<file path="config.mk">
export PLATFORM = sky130hd
export DESIGN_NAME = issue_regread_stage
export DESIGN_NICKNAME = d
export VERILOG_FILES = /design/src/rtl/issue_regread_stage_pkg.sv /design/src/rtl/issue_regread_stage_rr_bank_buffer.sv /design/src/rtl/issue_regread_stage.sv
export SDC_FILE = /design/constraint.sdc
export NUM_CORES = 1
export LEC_CHECK = 0
export CAP_MARGIN = 20
export CELL_PAD_IN_SITES_DETAIL_PLACEMENT = 0
export CELL_PAD_IN_SITES_GLOBAL_PLACEMENT = 1
export CORE_MARGIN = 5
export CORE_UTILIZATION = 39
export CTS_CLUSTER_SIZE = 40
export DETAILED_ROUTE_END_ITERATION = 12
export PLACE_DENSITY_LB_ADDON = 0.1
export SLEW_MARGIN = 20
export SYNTH_ARGS = -nofsm -noshare
export SYNTH_HDL_FRONTEND = slang
export SYNTH_SLANG_ARGS = --single-unit
</file>
<file path="constraint.sdc">
create_clock -name clk -period 5.1 [get_ports clk]
set_clock_uncertainty 0.15 [all_clocks]
set_input_delay 0.51 -clock clk [delete_from_list [all_inputs] [get_ports clk]]
set_output_delay 0.51 -clock clk [all_outputs]
set_load 0.05 [all_outputs]
</file>
<file path="src/rtl/issue_regread_stage_pkg.sv">
// issue_regread_stage_pkg: shared types and machine configuration for the issue/regread stage
package issue_regread_stage_pkg;
  localparam int PHY_REG_NUM = 64;
  localparam int WB_WIDTH = 2;
  localparam int PREG_W = $clog2(PHY_REG_NUM);
  localparam int ROB_W = 5;
  typedef struct packed {
    logic [PREG_W-1:0] psrc0;
    logic [PREG_W-1:0] psrc1;
    logic psrc0_valid;
    logic psrc1_valid;
    logic [PREG_W-1:0] pdest;
    logic [ROB_W-1:0] rob_idx;
    logic position_bit;
  } issue_base_t;
  typedef struct packed {
    logic [3:0] fu_op;
    logic [1:0] sub_op;
  } option_code_t;
endpackage

</file>
<file path="src/rtl/issue_regread_stage_rr_bank_buffer.sv">
// rr_bank_buffer: 2-entry micro-op/operand FIFO with valid/ready handshake for one issue lane
module rr_bank_buffer
  import issue_regread_stage_pkg::*;
#(
  parameter int DATA_WIDTH = 32,
  parameter type OPTION_CODE = option_code_t
) (
  input  logic                  clk,
  input  logic                  rst,
  input  logic                  flush,
  input  logic                  enq_valid,
  output logic                  enq_ready,
  input  issue_base_t           enq_base,
  input  OPTION_CODE            enq_oc,
  input  logic [DATA_WIDTH-1:0] enq_src0,
  input  logic [DATA_WIDTH-1:0] enq_src1,
  output logic                  deq_valid,
  input  logic                  deq_ready,
  output issue_base_t           deq_base,
  output OPTION_CODE            deq_oc,
  output logic [DATA_WIDTH-1:0] deq_src0,
  output logic [DATA_WIDTH-1:0] deq_src1
);
  typedef struct packed {
    issue_base_t base;
    OPTION_CODE oc;
    logic [DATA_WIDTH-1:0] src0;
    logic [DATA_WIDTH-1:0] src1;
  } entry_t;
  entry_t mem [2];
  logic head, tail, enq, deq;
  logic [1:0] count;
  assign enq_ready = (count != 2'd2) & ~rst;
  assign deq_valid = count != 2'd0;
  assign enq = enq_valid & enq_ready;
  assign deq = deq_valid & deq_ready;
  assign {deq_base, deq_oc, deq_src0, deq_src1} = mem[head];
  always_ff @(posedge clk) begin
    if (rst || flush) begin
      count <= '0;
      head <= 1'b0;
      tail <= 1'b0;
    end else begin
      count <= count + {1'b0, enq} - {1'b0, deq};
      head <= head ^ deq;
      tail <= tail ^ enq;
    end
  end
  always_ff @(posedge clk) if (enq) mem[tail] <= '{base: enq_base, oc: enq_oc, src0: enq_src0, src1: enq_src1};
endmodule

</file>
<file path="src/rtl/issue_regread_stage.sv">
// issue_regread_stage: per-bank regfile read with writeback bypass into a decoupling FU buffer
module issue_regread_stage
  import issue_regread_stage_pkg::*;
#(
  parameter int BANK_NUM = 2,
  parameter int DATA_WIDTH = 32,
  parameter type OPTION_CODE = option_code_t
) (
  input  logic                                  clk,
  input  logic                                  rst,
  input  logic                                  flush_i,
  input  logic [BANK_NUM-1:0]                   issue_valid_i,
  output logic [BANK_NUM-1:0]                   issue_ready_o,
  input  issue_base_t [BANK_NUM-1:0]            issue_base_i,
  input  OPTION_CODE [BANK_NUM-1:0]             issue_oc_i,
  output logic [BANK_NUM-1:0][1:0][PREG_W-1:0]  rf_raddr_o,
  input  logic [BANK_NUM-1:0][1:0][DATA_WIDTH-1:0] rf_rdata_i,
  input  logic [WB_WIDTH-1:0]                   wb_i,
  input  logic [WB_WIDTH-1:0][PREG_W-1:0]       wb_pdest_i,
  input  logic [WB_WIDTH-1:0][DATA_WIDTH-1:0]   wb_data_i,
  output logic [BANK_NUM-1:0]                   exe_valid_o,
  input  logic [BANK_NUM-1:0]                   exe_ready_i,
  output issue_base_t [BANK_NUM-1:0]            exe_base_o,
  output OPTION_CODE [BANK_NUM-1:0]             exe_oc_o,
  output logic [BANK_NUM-1:0][DATA_WIDTH-1:0]   exe_src0_o,
  output logic [BANK_NUM-1:0][DATA_WIDTH-1:0]   exe_src1_o
);
  function automatic logic [DATA_WIDTH-1:0] resolve(input logic v, input logic [PREG_W-1:0] psrc,
                                                    input logic [DATA_WIDTH-1:0] rf);
    logic [DATA_WIDTH-1:0] r;
    r = rf;
    for (int k = WB_WIDTH - 1; k >= 0; k--) if (wb_i[k] && wb_pdest_i[k] == psrc) r = wb_data_i[k];
    return v ? r : '0;
  endfunction
  for (genvar b = 0; b < BANK_NUM; b++) begin : g_bank
    assign rf_raddr_o[b][0] = issue_base_i[b].psrc0;
    assign rf_raddr_o[b][1] = issue_base_i[b].psrc1;
    rr_bank_buffer #(.DATA_WIDTH(DATA_WIDTH), .OPTION_CODE(OPTION_CODE)) u_buf (
      .clk      (clk),
      .rst      (rst),
      .flush    (flush_i),
      .enq_valid(issue_valid_i[b]),
      .enq_ready(issue_ready_o[b]),
      .enq_base (issue_base_i[b]),
      .enq_oc   (issue_oc_i[b]),
      .enq_src0 (resolve(issue_base_i[b].psrc0_valid, issue_base_i[b].psrc0, rf_rdata_i[b][0])),
      .enq_src1 (resolve(issue_base_i[b].psrc1_valid, issue_base_i[b].psrc1, rf_rdata_i[b][1])),
      .deq_valid(exe_valid_o[b]),
      .deq_ready(exe_ready_i[b]),
      .deq_base (exe_base_o[b]),
      .deq_oc   (exe_oc_o[b]),
      .deq_src0 (exe_src0_o[b]),
      .deq_src1 (exe_src1_o[b])
    );
  end
endmodule

</file>
Word-level counts from Yosys, hierarchy flattened
Memories as Yosys holds them, arrays and structs flattened. A register that Yosys moved wholly into a read port is not among the register bits.
Cells that the tools add are included.
{"block": "totals", "output_inout_bits": 220, "ramBits": 384, "in_bits": 277, "mem_count": 2, "register_bits": 8, "elab_cells": 62}
{"name": "g_bank[0].u_buf.mem", "depth": 2, "word_bits": 96, "rd": 1, "rd_ports_with_merged_regs": 1, "wr": 1, "line": "issue_regread_stage_rr_bank_buffer.sv:30", "source": "entry_t mem [2];"}
{"name": "g_bank[1].u_buf.mem", "depth": 2, "word_bits": 96, "rd": 1, "rd_ports_with_merged_regs": 1, "wr": 1, "line": "issue_regread_stage_rr_bank_buffer.sv:30"}
{"block": "op_classes", "reduce_logical": 11, "add_sub_neg": 4, "n_eq_ne": 10, "mux": 18, "n_bitwise": 11}
{"operator": "$mux 32", "count": 12}
{"operator": "$eq 6x6->1", "count": 8}
{"operator": "$logic_and 1x1->1", "count": 8}
{"operator": "$and 1x1->1", "count": 6}
{"operator": "$mux 1", "count": 6}
{"operator": "$add 2x1->2", "count": 2}
{"operator": "$ne 2x2->1 const B", "count": 2}
{"operator": "$reduce_bool 2->1", "count": 2}
{"operator": "$sub 2x1->2", "count": 2}
{"operator": "$xor 1x1->1", "count": 4}
{"operator": "$logic_or 1x1->1", "count": 1}
{"operator": "$not 1->1", "count": 1}

Logic depth before layout (Yosys ltp)
Gate-level depths: netlist of the first run.
{"block": "depth", "word_depth": 5, "mapped_depth": 9}

Modules after synthesis
From an unflattened synthesis of the first run, not the netlist that was laid out.
{"block": "hier_totals", "cells_unflattened": 1414, "hier_area_um2": 19155.9}
{"mod": "rr_bank_buffer", "area_each_um2": 7236.9, "cells_each": 322, "n_inst": 2}
{"mod": "issue_regread_stage", "area_each_um2": 4682.0, "cells_each": 770, "n_inst": 1}

Least setup slack after synthesis of the first run
Ideal clock, no wire load.
{"block": "synth_timing", "path_kind": "input to register", "from": "in rst", "to": "mem g_bank[0].u_buf.mem[1][0] (netlist name) (enable)", "arrival_ns": 3.086, "setup_slack_ns": 1.398, "setup_time_ns": 0.466, "required_time_ns": 4.484, "stages": 4, "path_cell_list": "a21oi_1 nand2_1 inv_1 ha_1"}
{"block": "synth_between", "elab_chain_cells": 5}
{"item": "start, declared", "line": "issue_regread_stage.sv:10", "source": "input logic rst,"}
{"item": "$not 1->1", "line": "issue_regread_stage_rr_bank_buffer.sv:33", "source": "assign enq_ready = (count != 2'd2) & ~rst;"}
{"item": "$and 1x1->1", "line": "issue_regread_stage_rr_bank_buffer.sv:33"}
{"item": "$and 1x1->1", "line": "issue_regread_stage_rr_bank_buffer.sv:35", "source": "assign enq = enq_valid & enq_ready;"}
{"item": "$mux 1", "line": "issue_regread_stage_rr_bank_buffer.sv:49", "source": "always_ff @(posedge clk) if (enq) mem[tail] <= '{base: enq_base, oc: enq_oc, src0: enq_src0, src1: enq_src1};"}
{"item": "$mux 1 (not written as such)", "line": "issue_regread_stage_rr_bank_buffer.sv:49"}
{"item": "end, declared", "line": "issue_regread_stage_rr_bank_buffer.sv:30"}
No other way between the ends.

==> run_results.csv, run 1 <==
group,metric,value,unit
timing,layout_min_cycle_time,3724,ps
timing,worst_pin_slew,997.5,ps
synthesis,ys_ff_latch,392,
clocking,hold_buffers,0,
floorplan,initial_core_util,39.60,%
synthesis,ys.flop_type,"edfxtp_1",
drt,viasPerCell,6.051,
worst_setup_path,r2r_cells,6,
synthesis,muxShareOfSynthArea,11.39,%
cells_and_area,drive_above_1_share,17.19,%
clocking,cts_tree,"yes",
drt,wl,73.49,mm
clocking,clk_path_buf_depth,3,
placed_design,place_congestion,0.7975,
power_and_ir_drop,power_leakage,8.062,nW
power_and_ir_drop,ir_drop,0.2059,mV
worst_setup_path,critPathLaunch,"g_bank[0].u_buf.head$_SDFF_PP0_",
cells_and_area,area_growth,35.56,%
timing,postLayoutSetupSlackWorst,1376,ps
drt,dr_total_vias,14900,
drt,drtIter0Drc,1204,
cells_and_area,nets,2094,
worst_setup_path,critical_path.endpoint,"exe_base_o[16]",
worst_setup_path,required,4440,ps
floorplan,io_pins,497,
synthesis,synth_top_family_by_area,"compound AO/OA/AOI/OAI gates",
synthesis,yosysSeqAreaShare,61.58,%
timing,finalMaxSlewViolations,0,
timing,final-setup-viol-count,0,
floorplan,die_w,230.6,um
worst_setup_path,r2r-end,"g_bank[0].u_buf.mem[0][51]$_DFFE_PP_",
worst_setup_path,critical_path.startpoint_type,"register",
clocking,cts_made_buffers,45,
global_route,grt_usage,26.34,%
floorplan,fp.dieH,230.6,um
clocking,clkSlewWorstSetupHoldPaths,70,ps
clocking,clock-sinks,392,
global_route,grt_pass1_vias,15170,
worst_setup_path,reg2reg_from,"g_bank[0].u_buf.count[0]$_SDFF_PP0_",
floorplan,coreArea,47950,um^2
placed_design,port_buffers,496,
synthesis,async_flop_share,0,%
global_route,grt_max_degree,63,
timing,fin_crit_sh,73.03,%
synthesis,yosysUniqueCellTypes,33,
global_route,grt_remaining_overflow,0,
synthesis,synth-simple-area-share,6.591,%
synthesis,synthAdderAreaFrac,0.5273,%
floorplan,core.rowCount,80,
worst_setup_path,r2r_slack,2570,ps
synthesis,synth_nets,1705,
placed_design,pre_cts_ws,1430,ps
timing,tns,0,ps
outcome,status,"finished, final reports clean",
timing,rsz0062_at_grt,"no",
clocking,htreeDepth,2,
synthesis,synthXorXnorAreaFrac,2.570,%
drt,drc,0,
clocking,cts_setup_buffers,0,
synthesis,synth_edf_count,384,
global_route,grt_pass1_wl,104.3,mm
drt,wire_per_inst,29.85,um
synthesis,synth_compound_area_share,12.71,%
timing,relSlewSlack,33.50,%
drt,ant_nets,0,
floorplan,die_area,53190,um^2
worst_setup_path,cp_max_fo,49,
worst_setup_path,crit_arrival,3060,ps
clocking,clock_latency,580,ps
cells_and_area,layout_commonest_cell,"clkdlybuf4s50_1",
clocking,clockRootBuffer,"clkbuf_16",
cells_and_area,final_cell_mix,"clkdlybuf4s50_1, edfxtp_1, mux2_2",
timing,fmax,268.5,MHz
worst_setup_path,crit_type,"reg -> out",
clocking,ctsResizeCount,0,
worst_setup_path,crit_path_end_kind,"output port",
synthesis,syn-mean-instance-area,13.37,um^2
run,max_cap_viol_count,0,
power_and_ir_drop,p_per_area,326.6,nW/um^2
min_path,hp-class,"in -> reg",
synthesis,synth_area,18980,um^2
synthesis,yosysWarnings,0,
drt,dr.pass1.iters,5,
placed_design,hpwl,49.37,mm
global_route,antenna_found_initial,9,
synthesis,synthCells,1420,
timing,hold_violations,0,
==> synthesized netlist by cell type, types with 3 or more instances <==
cell type / number / share of area (%)
nand3_1: 6 / 0.16
nand4_1: 68 / 2.2
xor2_1: 14 / 0.65
clkbuf_1: 121 / 2.4
dfxtp_1: 8 / 0.84
edfxtp_1: 384 / 61
buf_1: 5 / 0.099
o21ai_1: 22 / 0.58
mux2_2: 192 / 11
a31oi_1: 128 / 4.2
inv_1: 10 / 0.20
or2_2: 3 / 0.099
nor2_1: 8 / 0.16
or2_1: 5 / 0.16
clkbuf_2: 7 / 0.18
o31ai_1: 128 / 5.1
or4_1: 64 / 2.5
buf_2: 9 / 0.24
o21ai_0: 106 / 2.8
xnor2_1: 38 / 1.8
nand2_1: 34 / 0.67
ha_1: 8 / 0.53
buf_4: 28 / 1.1
buf_6: 7 / 0.42
or4b_1: 3 / 0.16
==> layout make-up <==
type,instances,area [um^2]
Multi-Input combinational cell,841,6544
Timing Repair Buffer,519,5202
Fill cell,4137,22210
Clock buffer,55,1216
Sequential cell,392,11700
Tap cell,615,769.5
Inverter,10,37.54
Antenna cell,3,7.507
Clock inverter,27,260.3
==> stage by stage <==
step	util (%)	cell area, um^2	std cells	hold slack, ps	total power [W]
after detailed placement	50.58	24250	2377	386.1	0.005195
after global routing	53.66	25730	2459	339.1	0.008650
final	53.68	25740	2462	362.0	0.008404
after global placement	50.54	24230	2376	374.9	0.005181
after CTS	53.66	25730	2459	326.6	0.008458
after floorplan	-	18980	1420	348.7	0.004531
==> cells by family after synthesis <==
kind of cell / count (synthesis)
compound gates: 386
buf+inv: 187
xor+xnor: 54
simple gates: 201
mux: 192
fa+ha+maj: 8
flops: 392
==> power breakdown <==
part           internal [W]  total (W)  switching (W)  leakage (nW)
logic              0.000518    0.00145       0.000936          3.72
registers           0.00365    0.00368      0.0000249          3.63
clock network       0.00194    0.00327        0.00133         0.722
==> per-layer routing <==
| metal | vias to the layer above | GRT usage (%) | wire length [um] | share of wire, % |
|---|---|---|---|---|
| li1 | 6451 | - | - | - |
| met1 | 7493 | 33.98 | 29230 | 40 |
| met2 | 808 | 44.31 | 35870 | 49 |
| met3 | 137 | 6.009 | 6062 | 8.2 |
| met4 | 8 | 8.562 | 2260 | 3.1 |
| met5 | - | 0 | 62 | 0.084 |
==> worst min-delay path by stage <==
stage | from | endpoint | slack (ps) | cells past startpoint
floorplan | g_bank[0].u_buf.count[1]$_SDFF_PP0_ | g_bank[0].u_buf.count[1]$_SDFF_PP0_ | 350 | 2
detailed placement | g_bank[0].u_buf.count[1]$_SDFF_PP0_ | g_bank[0].u_buf.count[1]$_SDFF_PP0_ | 390 | 2
global placement | g_bank[0].u_buf.count[1]$_SDFF_PP0_ | g_bank[0].u_buf.count[1]$_SDFF_PP0_ | 370 | 2
finish | issue_base_i[34] | g_bank[1].u_buf.mem[0][78]$_DFFE_PP_ | 360 | 1
global route | issue_base_i[33] | g_bank[1].u_buf.mem[0][77]$_DFFE_PP_ | 340 | 1
CTS | issue_base_i[33] | g_bank[1].u_buf.mem[0][77]$_DFFE_PP_ | 330 | 1
==> worst max-delay path: stages, from the launching register on <==
cell             delay [ps]
dfxtp_4                 830
buf_12                  390
mux2_2                  390
clkdlybuf4s50_1         770
==> sequential cells by signal (all words and copies together), names as in the netlist <==
register and count:
g_bank.u_buf.mem 384, g_bank.u_buf.count 4, g_bank.u_buf.head 2, g_bank.u_buf.tail 2
No activity file was read; power rests on OpenSTA's default activity.
==> inputs of run 2 (changes only) <==
--- a/config.mk
+++ b/config.mk
@@ -9,7 +9,7 @@
 export CELL_PAD_IN_SITES_DETAIL_PLACEMENT = 0
 export CELL_PAD_IN_SITES_GLOBAL_PLACEMENT = 1
 export CORE_MARGIN = 5
-export CORE_UTILIZATION = 39
+export CORE_UTILIZATION = 36
 export CTS_CLUSTER_SIZE = 40
 export DETAILED_ROUTE_END_ITERATION = 12
 export PLACE_DENSITY_LB_ADDON = 0.1
==> constraint.sdc (replaced) <==
create_clock -name clk -period 3.07 [get_ports clk]
set_clock_uncertainty 0.15 [all_clocks]
set_input_delay 0.307 -clock clk [delete_from_list [all_inputs] [get_ports clk]]
set_output_delay 0.307 -clock clk [all_outputs]
set_load 0.05 [all_outputs]
==> run 2 against run 1 <==
Setup slack worse by 1200 ps. Clock power increased by 55%. Clock-buffer cell count up 6. Global-route usage is 1.2 points lower. Final cell count is 4.7% higher. Non-clock buffer count increased by 42. Utilization is 3.7 points lower. Die area rose by 8.0%. Critical endpoint is now exe_base_o[40]. Largest cell class unchanged. Largest power group unchanged.
==> run_results.csv, run 2 (synthesis gave the netlist of run 1 again) <==
group,metric,value,unit
timing,fin_crit_sh,94.84,%
drt,dr.pass1.iters,5,
cells_and_area,postLayoutCoreUtil,49.96,%
drt,viasPerCell,5.837,
floorplan,core.rowCount,84,
placed_design,dpl-instance-area,24750,um^2
worst_setup_path,crit_type,"reg -> out",
drt,drc,0,
drt,dr_total_vias,15040,
placed_design,port_buffers,496,
global_route,grt_usage,25.15,%
drt,wire_per_inst,29.27,um
outcome,status,"finished, final reports clean",
global_route,grt_max_degree,65,
drt,ant_nets,0,
power_and_ir_drop,p_per_area,521.6,nW/um^2
cells_and_area,final_cell_mix,"clkdlybuf4s50_1, edfxtp_1, mux2_2",
timing,hold_violations,0,
cells_and_area,layout_commonest_cell,"clkdlybuf4s50_1",
min_path,hold_depth,1,
cells_and_area,stdcell_count,2577,
power_and_ir_drop,ir_drop,0.4072,mV
timing,relSlewSlack,36.46,%
worst_setup_path,crit_path_end_kind,"output port",
floorplan,fp.dieH,239.6,um
clocking,clock-sinks,392,
clocking,clockRootBuffer,"clkbuf_16",
clocking,htreeDepth,2,
clocking,clkSlewWorstSetupHoldPaths,60,ps
cells_and_area,area_growth,38.02,%
timing,rsz0062_at_grt,"no",
worst_setup_path,critical_path.startpoint_type,"register",
cells_and_area,drive_above_1_share,19.44,%
global_route,grt_pass1_wl,106.8,mm
cells_and_area,final_cell_area,26200,um^2
cells_and_area,largest_register_ffs,384,
timing,finalMaxSlewViolations,0,
worst_setup_path,r2r_cells,6,
power_and_ir_drop,power_leakage,8.290,nW
cells_and_area,reg_top3,"g_bank.u_buf.mem (384), g_bank.u_buf.count (4)",
cells_and_area,nets,2137,
floorplan,coreArea,52450,um^2
drt,drtIter0Drc,1324,
worst_setup_path,crit_arrival,2450,ps
timing,postLayoutSetupSlackWorst,158.4,ps
global_route,antenna_found_initial,11,
timing,fmax,343.5,MHz
min_path,hp-class,"in -> reg",
clocking,clk_path_buf_depth,3,
placed_design,hpwl,51.99,mm
timing,worst_pin_slew,953.1,ps
floorplan,initial_core_util,36.20,%
placed_design,dp.cells,2488,
placed_design,pre_cts_ws,-67.53,ps
global_route,grt_remaining_overflow,0,
clocking,cts_made_buffers,46,
power_and_ir_drop,finalPower,0.01367,W
worst_setup_path,required,2610,ps
drt,wl,75.43,mm
clocking,clock_latency,580,ps
timing,final-setup-viol-count,0,
floorplan,die_w,239.6,um
clocking,cts_tree,"yes",
placed_design,place_congestion,0.8306,
cells_and_area,top_register,"g_bank.u_buf.mem",
run,max_cap_viol_count,0,
clocking,hold_buffers,0,
worst_setup_path,cp_max_fo,54,
floorplan,die_area,57430,um^2
timing,layout_min_cycle_time,2912,ps
floorplan,io_pins,497,
global_route,grt_pass1_vias,15050,
run 2: changes by cell type in the layout (fill, tap and decap cells not counted), sizes merged, moves of 3 or more:
cell and delta:
clkinv -5, clkbuf +6, clkdlybuf4s50 -16, buf +54
bufinv -4, dlygate4sd2 +4, diode +3
run 2: layer usage:
layer / track usage (%) / vias to the layer above / share of wire [%]
met1: 33.73 / 7604 / 41
met3: 5.285 / 100 / 7.9
met4: 5.516 / 6 / 1.8
met2: 42.38 / 775 / 50
li1: - / 6557 / -
met5: 0 / - / 0.073
run 2: power by group:
group | switching [W] | internal (W) | total [W]
clock | 0.00216 | 0.00292 | 0.00508
combinational | 0.00158 | 0.000908 | 0.00249
sequential | 0.0000332 | 0.00607 | 0.00610
total | 0.00377 | 0.00990 | 0.0137
run 2: final cells by class:
cell class | count | area, um^2
Timing Repair Buffer | 561 | 5678
Clock inverter | 18 | 118.9
Multi-Input combinational cell | 841 | 6544
Inverter | 10 | 37.54
Tap cell | 688 | 860.8
Sequential cell | 392 | 11700
Clock buffer | 61 | 1249
Antenna cell | 6 | 15.01
Fill cell | 4600 | 26240
run 2: worst paths after layout:
| check | startpoint | endpoint | slack (ps) |
|---|---|---|---|
| setup / recovery | g_bank[1].u_buf.head$_SDFF_PP0_ | exe_base_o[40] | 160 |
| hold reg to reg | g_bank[0].u_buf.count[1]$_SDFF_PP0_ | g_bank[0].u_buf.count[1]$_SDFF_PP0_ | 410 |
| hold / removal | issue_base_i[1] | g_bank[0].u_buf.mem[0][71]$_DFFE_PP_ | 170 |
| setup reg to reg | g_bank[0].u_buf.count[0]$_SDFF_PP0_ | g_bank[0].u_buf.mem[1][75]$_DFFE_PP_ | 950 |
run 2: per-stage QoR:
step                      setup TNS (ps)  hold slack (ps)
final                                  0            169.1
after global routing                   0            141.1
after CTS                              0            131.6
after detailed placement          -341.5            396.2
after global placement            -35.23            376.6
after floorplan                  -193160            255.9
run 2: worst max-delay path, cell delays in order, from the launching register on:
cell	delay, ps
dfxtp_4	370
buf_12	270
mux2_2	380
clkdlybuf4s50_1	770
run 2: repair_timing:
action                     4_1_cts  5_1_grt
resized for setup                4        0
setup buffers                    4        0
setup endpoints to repair       79        0
